$ cat config.mk
export PLATFORM = sky130hd
export DESIGN_NAME = uart_rx_fifo
export DESIGN_NICKNAME = d
export VERILOG_FILES = /design/src/rtl/uart_rx_fifo.sv
export SDC_FILE = /design/constraint.sdc
export NUM_CORES = 1
export LEC_CHECK = 0
export ABC_CLOCK_PERIOD_IN_PS = 3100
export CAP_MARGIN = 20
export CORE_UTILIZATION = 50
export CTS_CLUSTER_SIZE = 12
export DETAILED_ROUTE_END_ITERATION = 16
export PLACE_DENSITY = 0.69
export SYNTH_ARGS = -nofsm -noshare
export SYNTH_HDL_FRONTEND = slang
export SYNTH_SLANG_ARGS = --single-unit
export TNS_END_PERCENT = 50
$ cat constraint.sdc
create_clock -name clk -period 3.1 [get_ports clk]
set_input_delay 0.62 -clock clk [delete_from_list [all_inputs] [get_ports clk]]
set_output_delay 0.62 -clock clk [all_outputs]
set_load 0.005 [all_outputs]
$ cat src/rtl/uart_rx_fifo.sv
// UART receiver with two-flop rx synchroniser, start-bit glitch rejection, parity/framing
// checks and a first-word fall-through receive FIFO that drives an active-low cts.
module uart_rx_fifo #(
    parameter int CLKS_PER_BIT = 13,
    parameter int DATA_BITS    = 8,
    parameter int PARITY_EN    = 0,
    parameter int PARITY_ODD   = 0,
    parameter int STOP_BITS    = 1,
    parameter int FIFO_DEPTH   = 4
) (
    input  logic                          clk,
    input  logic                          rst_n,
    input  logic                          rx,
    input  logic                          rts,
    output logic                          cts,
    input  logic                          rd_en,
    output logic [DATA_BITS-1:0]          data_out,
    output logic                          par_err,
    output logic                          frm_err,
    output logic                          data_valid,
    output logic                          overrun,
    output logic [$clog2(FIFO_DEPTH):0]   fifo_count
);

    localparam int CW    = $clog2(CLKS_PER_BIT);
    localparam int AW    = $clog2(FIFO_DEPTH);
    localparam int CNT_W = AW + 1;
    localparam int ENT_W = DATA_BITS + 2;

    localparam logic [2:0] IDLE   = 3'd0;
    localparam logic [2:0] START  = 3'd1;
    localparam logic [2:0] DATA   = 3'd2;
    localparam logic [2:0] PARITY = 3'd3;
    localparam logic [2:0] STOP   = 3'd4;
    localparam logic [2:0] PUSH   = 3'd5;

    localparam logic [CW-1:0]    HALF_LAST = CW'(CLKS_PER_BIT / 2 - 1);
    localparam logic [CW-1:0]    BIT_LAST  = CW'(CLKS_PER_BIT - 1);
    localparam logic [3:0]       DATA_LAST = 4'(DATA_BITS - 1);
    localparam logic [3:0]       STOP_LAST = 4'(STOP_BITS - 1);
    localparam logic             PAR_ODD   = (PARITY_ODD != 0);
    localparam logic [CNT_W-1:0] DEPTH_C   = CNT_W'(FIFO_DEPTH);

    logic                 rx_p0;
    logic                 rx_s;
    logic [2:0]           state;
    logic [CW-1:0]        clock_div;
    logic [3:0]           bit_cnt;
    logic [DATA_BITS-1:0] sh;
    logic                 perr;
    logic                 ferr;

    logic [ENT_W-1:0]     mem [FIFO_DEPTH];
    logic [AW-1:0]        wr_ptr;
    logic [AW-1:0]        rd_ptr;
    logic [CNT_W-1:0]     count;
    logic [CNT_W-1:0]     count_nxt;
    logic [ENT_W-1:0]     head;
    logic                 push_req;
    logic                 pop;
    logic                 wr_ok;
    logic                 bit_end;

    // ---- stage p0/s: rx synchroniser, idles high out of reset
    always_ff @(posedge clk) begin
        if (!rst_n) begin
            rx_p0 <= 1'b1;
            rx_s  <= 1'b1;
        end else begin
            rx_p0 <= rx;
            rx_s  <= rx_p0;
        end
    end

    assign bit_end = (clock_div == BIT_LAST);

    // ---- frame FSM; rts is only honoured in IDLE, so an active frame always completes
    always_ff @(posedge clk) begin
        if (!rst_n) begin
            state     <= IDLE;
            clock_div <= '0;
            bit_cnt   <= '0;
        end else begin
            case (state)
                IDLE: begin
                    if (!rx_s && !rts) begin
                        state     <= START;
                        clock_div <= '0;
                    end
                end
                START: begin
                    if (clock_div == HALF_LAST) begin
                        clock_div <= '0;
                        bit_cnt   <= '0;
                        state     <= rx_s ? IDLE : DATA;
                    end else begin
                        clock_div <= clock_div + 1'b1;
                    end
                end
                DATA: begin
                    if (bit_end) begin
                        clock_div <= '0;
                        if (bit_cnt == DATA_LAST) begin
                            bit_cnt <= '0;
                            state   <= (PARITY_EN != 0) ? PARITY : STOP;
                        end else begin
                            bit_cnt <= bit_cnt + 1'b1;
                        end
                    end else begin
                        clock_div <= clock_div + 1'b1;
                    end
                end
                PARITY: begin
                    if (bit_end) begin
                        clock_div <= '0;
                        bit_cnt   <= '0;
                        state     <= STOP;
                    end else begin
                        clock_div <= clock_div + 1'b1;
                    end
                end
                STOP: begin
                    if (bit_end) begin
                        clock_div <= '0;
                        if (bit_cnt == STOP_LAST) begin
                            bit_cnt <= '0;
                            state   <= PUSH;
                        end else begin
                            bit_cnt <= bit_cnt + 1'b1;
                        end
                    end else begin
                        clock_div <= clock_div + 1'b1;
                    end
                end
                PUSH: begin
                    state <= IDLE;
                end
                default: begin
                    state     <= IDLE;
                    clock_div <= '0;
                    bit_cnt   <= '0;
                end
            endcase
        end
    end

    // ---- frame datapath: shift register and error flags, cleared when a start bit is confirmed
    always_ff @(posedge clk) begin
        if (state == START && clock_div == HALF_LAST) begin
            perr <= 1'b0;
            ferr <= 1'b0;
        end
        if (state == DATA && bit_end) begin
            sh <= {rx_s, sh[DATA_BITS-1:1]};
        end
        if (state == PARITY && bit_end) begin
            perr <= (^{sh, rx_s}) ^ PAR_ODD;
        end
        if (state == STOP && bit_end && !rx_s) begin
            ferr <= 1'b1;
        end
    end

    assign push_req = (state == PUSH);
    assign pop      = rd_en && (count != '0);
    // A full FIFO still takes the word when the consumer pops in the same cycle.
    assign wr_ok    = push_req && ((count != DEPTH_C) || rd_en);

    always_comb begin
        count_nxt = count;
        if (wr_ok) begin
            count_nxt = count_nxt + CNT_W'(1);
        end
        if (pop) begin
            count_nxt = count_nxt - CNT_W'(1);
        end
    end

    // ---- FIFO control
    always_ff @(posedge clk) begin
        if (!rst_n) begin
            wr_ptr  <= '0;
            rd_ptr  <= '0;
            count   <= '0;
            cts     <= 1'b1;
            overrun <= 1'b0;
        end else begin
            if (wr_ok) begin
                wr_ptr <= wr_ptr + 1'b1;
            end
            if (pop) begin
                rd_ptr <= rd_ptr + 1'b1;
            end
            count   <= count_nxt;
            cts     <= (count_nxt == DEPTH_C);
            overrun <= push_req && !wr_ok;
        end
    end

    // ---- FIFO storage
    always_ff @(posedge clk) begin
        if (wr_ok) begin
            mem[wr_ptr] <= {ferr, perr, sh};
        end
    end

    assign head       = mem[rd_ptr];
    assign data_valid = (count != '0);
    assign fifo_count = count;
    assign data_out   = data_valid ? head[DATA_BITS-1:0] : '0;
    assign par_err    = data_valid & head[DATA_BITS];
    assign frm_err    = data_valid & head[DATA_BITS+1];

endmodule

==> results of run 1 <==
## cell usage after synthesis (6+ instances only)
cell / count
mux2i_1: 6
dfxtp_1: 25
and2_1: 20
nor2_1: 11
nand2_1: 17
nor2b_1: 6
edfxtp_1: 49
ha_1: 12
inv_1: 9
xnor2_1: 11
o21ai_0: 6
mux4_2: 10
## critical path: cells and delay by family, from the launching register on
family	cells	cell delay [ns]
DFF	1	0.44
and+or+nand+nor	2	0.52
buffers and inverters	2	0.59
adders and majority gates	1	0.23
## per-stage QoR
stage,instances,total power [mW]
detailed placement,334,1.48
global route,350,2.45
floorplan,244,1.36
CTS,350,2.38
global placement,334,1.48
finish,350,2.35
## layout make-up
type                    count  area, um^2  area share, %
clock inverters             6         115           3.02
repair buffers             24         230           6.05
clock buffers              10         128           3.35
flip-flops and latches     74        1970           51.8
multi-input cells         150        1230           32.4
inverters                   9        33.8          0.887
well taps                  77        96.3           2.53
## cell families (layout without fill, tap and decap cells)
group	Yosys count	count (layout)
xor gates and xnor gates	14	14
AOI/OAI and AO/OA	25	25
adders and majority gates	12	12
and+or+nand+nor	83	83
muxes	16	16
buffers and inverters	20	49
DFF	74	74
## path summary, 6_finish.rpt
check,from,to,slack (ns),cells after the start
setup / recovery,fifo_count[0]$_SDFF_PN0_,frm_err,0.35,5
setup reg to reg,fifo_count[0]$_SDFF_PN0_,cts$_SDFF_PN1_,0.78,11
hold reg to reg,rx_p0$_SDFF_PN1_,rx_s$_SDFF_PN1_,0.41,1
hold / removal,rx_p0$_SDFF_PN1_,rx_s$_SDFF_PN1_,0.41,1
## layout by cell type (no fill, tap or decap), types with 6 or more instances in the layout
master,n
nand2_1,17
nor2b_1,6
clkdlybuf4s50_1,20
mux2i_1,6
o21ai_0,6
clkbuf_8,9
mux4_2,10
xnor2_1,11
edfxtp_1,49
inv_1,9
dfxtp_1,25
nor2_1,11
ha_1,12
and2_1,20
## power by group
group	leakage, nW	internal (mW)	total [mW]	switching, mW
combinational	0.584	0.198	0.354	0.156
sequential	0.628	1.06	1.10	0.0350
clock	0.117	0.537	0.900	0.363
## state kept, by name, summed over array words and instances (netlist names), named ones only
signal	cells
wr_ptr	2
sh	8
rd_ptr	2
state	3
perr	1
rx_s	1
clock_div	4
ferr	1
cts	1
mem	40
overrun	1
bit_cnt	4
fifo_count	3
rx_p0	1
## metal layers
metal,GRT usage [%],wire (um)
met5,0,0
met4,8.46,115
met3,4.17,140
met2,27.0,2560
met1,20.4,2430
==> reports/qor.csv, run 1 <==
stage,metric,value,unit
worst_setup_path,path_max_fanout,13,
synth,synth_ff_type,edfxtp_1,
sta,holdWs,0.413,ns
synth,ys_ff_latch,74,
place,dp_slack,0.412,ns
clock_network,cts_tree,yes,
layout,final_util,60.0,%
place,hpwlAfterDp,3450,um
clock_network,cts.sinks,74,
synth,yosysTopAreaCell,edfxtp_1,
worst_setup_path,worstPathCellList,inv_1 > ha_1 > nand2b_1 > and2_1 > clkdlybuf4s50_1,
grt,grt_pass1_vias,1813,
worst_setup_path,crit_path_start_kind,register,
synth,synth-compound-area-share,5.12,%
synth,synth_simple_gate_area_share,15.1,%
place,gp_congestion,0.748,
synth,synth_top_family_by_area,simple AND/OR/NAND/NOR gates,
worst_setup_path,cp.required,2.48,ns
sta,max_freq,364,MHz
layout,syn_to_final_growth,15.4,%
die,start_util,52.0,%
layout,fin_nets,285,
grt,grt_usage,16.6,%
worst_setup_path,timing_worst_setup_path_type,reg -> out,
sta,tns,0,ns
layout,fin_area,0.00381,mm^2
sta,tightest_slew,0.741,ns
clock_network,cts_hold_buf,0,
routing,wirelength,5250,um
worst_setup_path,cp-end-kind,output pin,
routing,dr.first_iter.drc_count,55,
synth,synth_edf_count,49,
routing,vias_per_cell,5.20,
grt,gr-total-overflow,0,
sta,grt_setup_unrepaired,no,
sta,hold_violations,0,
synth,synthMuxAreaShare,8.65,%
synth,synthAdderAreaFrac,4.55,%
routing,antenna_left,0,
synth,synthArstFlopShare,0,%
run,max_cap_viol_count,0,
synth,yosysWarnings,0,
layout,drive_gt1_share,12.8,%
synth,syn_inst,244,
die,fp.dieH,83.2,um
sta,fin_crit_sh,88.6,%
synth,synth_nets,261,
grt,antenna_found_initial,0,
die,fp.dieW,83.2,um
sta,finalMaxSlewViolations,0,
sta,period_minus_slack,2.75,ns
sta,finalSetupViolations,0,
clock_network,path_clk_slew,0.08,ns
clock_network,cts_max_path_buffers,2,
routing,drc,0,
place,place_area,0.00356,mm^2
synth,synth_cell_types,50,
die,row_count,29,
layout,fillers,500,
routing,drtPass1Iterations,4,
worst_setup_path,arrival,2.13,ns
clock_network,htree_levels,3,
clock_network,root_buffer,clkbuf_8,
power,p_per_area,618,mW/mm^2
place,port_buffers,20,
grt,grt_start_max_net_pins,25,
synth,synth_area,0.00330,mm^2
clock_network,cts_resized,0,
die,core,0.00635,mm^2
status,run_status,"finished, final reports clean",
layout,diodes,0,
power,vdd_ir_drop_max,0.000462,V
sta,setup_slack,0.353,ns
routing,routedWlPerCell,15.0,um
clock_network,cts-buffers-inserted,9,
worst_setup_path,critPathSlowestCell,clkdlybuf4s50_1,
power,p_leak,1.33,nW
synth,seq_area_frac_synth,59.8,%
clock_network,cts_setup_buffers,0,
die,io_pins,21,
clock_network,clock_latency,0.35,ns
synth,synth_top_area_share,44.6,%
synth,yosys.area_share.xor_xnor,3.94,%
synth,synth_area_leaders,"edfxtp_1, dfxtp_1, mux4_2, ha_1, and2_1",
die,die_area,0.00693,mm^2
min_path,hold_class,reg -> reg,
sta,skew,0.00883,ns
sta,max-slew-margin-rel,50.4,%
grt,grt_pass1_wl,8650,um
synth,syn_avg_cell_area,13.5,um^2
worst_setup_path,max_stage_delay,0.50,ns
routing,vias,1821,
Note: power is estimated with default switching activity, not from simulation.
==> inputs of run 2 (changes only) <==
--- a/config.mk
+++ b/config.mk
@@ -7,10 +7,9 @@
 export LEC_CHECK = 0
 export ABC_CLOCK_PERIOD_IN_PS = 3100
 export CAP_MARGIN = 20
-export CORE_UTILIZATION = 50
+export CORE_UTILIZATION = 39
 export CTS_CLUSTER_SIZE = 12
 export DETAILED_ROUTE_END_ITERATION = 16
-export PLACE_DENSITY = 0.69
 export SYNTH_ARGS = -nofsm -noshare
 export SYNTH_HDL_FRONTEND = slang
 export SYNTH_SLANG_ARGS = --single-unit
==> run 2 against run 1 <==
Against the previous run:
- first-iteration DRC count grew 45%
- maximum frequency is 1.9% lower
- total power fell by 6.4%
- combinational power about the same
- highest routed layer unchanged
- core utilization decreased by 14 points
- wire length is 2.0% higher
- worst setup slack got worse by 0.054 ns
- largest power group unchanged
- sequential power about the same
- critical endpoint is now par_err
- largest cell class unchanged
- hold slack improved by 0.0019 ns
- sequential cell count unchanged
==> reports/qor.csv, run 2 (synthesis gave the netlist of run 1 again) <==
stage,metric,value,unit
die,die_area,0.00883,mm^2
clock_network,cts-buffers-inserted,9,
sta,setup_slack,0.299,ns
grt,gr-total-overflow,0,
layout,largest_reg_flops,40,
die,start_util,40.2,%
routing,dr.first_iter.drc_count,80,
layout,layout_commonest_cell,edfxtp_1,
min_path,hold_class,reg -> reg,
grt,grt_pass1_vias,1857,
worst_setup_path,timing_worst_setup_path_type,reg -> out,
layout,drive_gt1_share,12.2,%
sta,max_freq,357,MHz
die,fp.dieW,94.0,um
layout,fin_nets,283,
layout,final_cell_mix,"edfxtp_1, dfxtp_1, and2_1, clkdlybuf4s50_1, nand2_1",
worst_setup_path,worstPathCellList,buf_4 > mux4_2 > and2_1 > clkdlybuf4s50_1,
layout,syn_to_final_growth,14.7,%
routing,met2WireLength,2530,um
power,finalPower,2.20,mW
routing,vias,1853,
routing,routed.top_layer,met4,
sta,grt_setup_unrepaired,no,
power,p_leak,1.30,nW
worst_setup_path,cp-end-kind,output pin,
run,max_cap_viol_count,0,
routing,drc,0,
sta,fin_crit_sh,90.4,%
sta,finalMaxSlewViolations,0,
layout,top_regs,"mem: 40 flops, sh: 8 flops",
worst_setup_path,critPathTopFamily,buffers and inverters,
sta,tns,0,ns
status,run_status,"finished, final reports clean",
worst_setup_path,r2r-start,fifo_count[0]$_SDFF_PN0_,
worst_setup_path,path_max_fanout,6,
routing,met3WireLength,163,um
routing,routedWlPerCell,14.2,um
clock_network,cts.sinks,74,
grt,grt_usage,14.0,%
place,hpwlAfterDp,3610,um
clock_network,cts_tree,yes,
sta,period_minus_slack,2.80,ns
worst_setup_path,arrival,2.18,ns
sta,max-slew-margin-rel,49.0,%
routing,wirelength,5360,um
grt,grt_pass1_wl,9090,um
sta,hold_violations,0,
clock_network,htree_levels,3,
clock_network,cts_resized,0,
worst_setup_path,critPathSlowestCell,mux4_2,
routing,m1WireLength,2590,um
die,fp.dieH,94.0,um
worst_setup_path,max_stage_delay,0.50,ns
layout,fin_cells,376,
place,gp_congestion,0.714,
routing,drtPass1Iterations,4,
die,core,0.00822,mm^2
place,dp_slack,0.368,ns
sta,tightest_slew,0.763,ns
worst_setup_path,cp.required,2.48,ns
die,io_pins,21,
grt,grt_start_max_net_pins,25,
worst_setup_path,path_buf_inv,2,
layout,regMostFlops,mem,
sta,finalSetupViolations,0,
clock_network,cts_hold_buf,0,
clock_network,clock_latency,0.34,ns
power,p_per_area,582,mW/mm^2
clock_network,root_buffer,clkbuf_8,
layout,diodes,0,
sta,skew,0.0109,ns
routing,vias_per_cell,4.93,
clock_network,cts_setup_buffers,0,
worst_setup_path,crit_path_start_kind,register,
clock_network,path_clk_slew,0.07,ns
sta,holdWs,0.415,ns
grt,antenna_found_initial,0,
die,row_count,33,
clock_network,cts_max_path_buffers,2,
place,port_buffers,20,
min_path,min_from,rx_p0$_SDFF_PN1_,
power,vdd_ir_drop_max,0.000290,V
place,place_inst,360,
routing,antenna_left,0,
layout,fillers,734,
run 2: cell types whose count changed in the layout (fill, tap and decap cells not counted), sizes merged:
| cell | delta |
|---|---|
| buf | -2 |
| bufinv | -2 |
| clkbuf | -1 |
| clkinv | +1 |
| inv | +2 |
run 2: area by class of cell:
cell class | count | area (um^2) | area share (%)
flip-flops and latches | 74 | 1970 | 52.1
multi-input cells | 150 | 1230 | 32.6
repair buffers | 22 | 215 | 5.69
well taps | 105 | 131 | 3.47
clock buffers | 9 | 124 | 3.27
clock inverters | 7 | 76.3 | 2.02
inverters | 9 | 33.8 | 0.893
run 2: routing by layer:
| layer | vias to the layer above | track usage, % |
|---|---|---|
| li1 | 932 | - |
| met4 | 0 | 3.85 |
| met3 | 8 | 5.34 |
| met5 | - | 0 |
| met2 | 29 | 22.4 |
| met1 | 884 | 17.7 |
run 2: worst paths after layout:
| path | to | slack (ns) | cells after the start |
|---|---|---|---|
| setup / recovery | par_err | 0.30 | 4 |
| hold / removal | rx_s$_SDFF_PN1_ | 0.41 | 1 |
| setup reg to reg | cts$_SDFF_PN1_ | 0.72 | 11 |
| hold reg to reg | rx_s$_SDFF_PN1_ | 0.41 | 1 |
run 2: stage by stage:
stage / utilization, % / cell area, um^2
after floorplan: - / 3300
after global placement: 43.6 / 3580
after detailed placement: 43.6 / 3580
after CTS: 46.1 / 3780
after global routing: 46.1 / 3780
final: 46.1 / 3780
run 2: worst reg2reg max path, stage by stage, from the launching register on:
cell	delay, ns
dfxtp_1	0.46
inv_1	0.10
ha_1	0.24
and3b_1	0.20
nor2b_1	0.12
buf_4	0.19
mux2i_1	0.25
ha_1	0.17
nand2_1	0.06
mux2i_1	0.13
xor2_1	0.18
a21bo_1	0.17
run 2: power by group:
part / switching, mW / internal [mW]
logic: 0.154 / 0.198
clock network: 0.368 / 0.377
registers: 0.0418 / 1.06
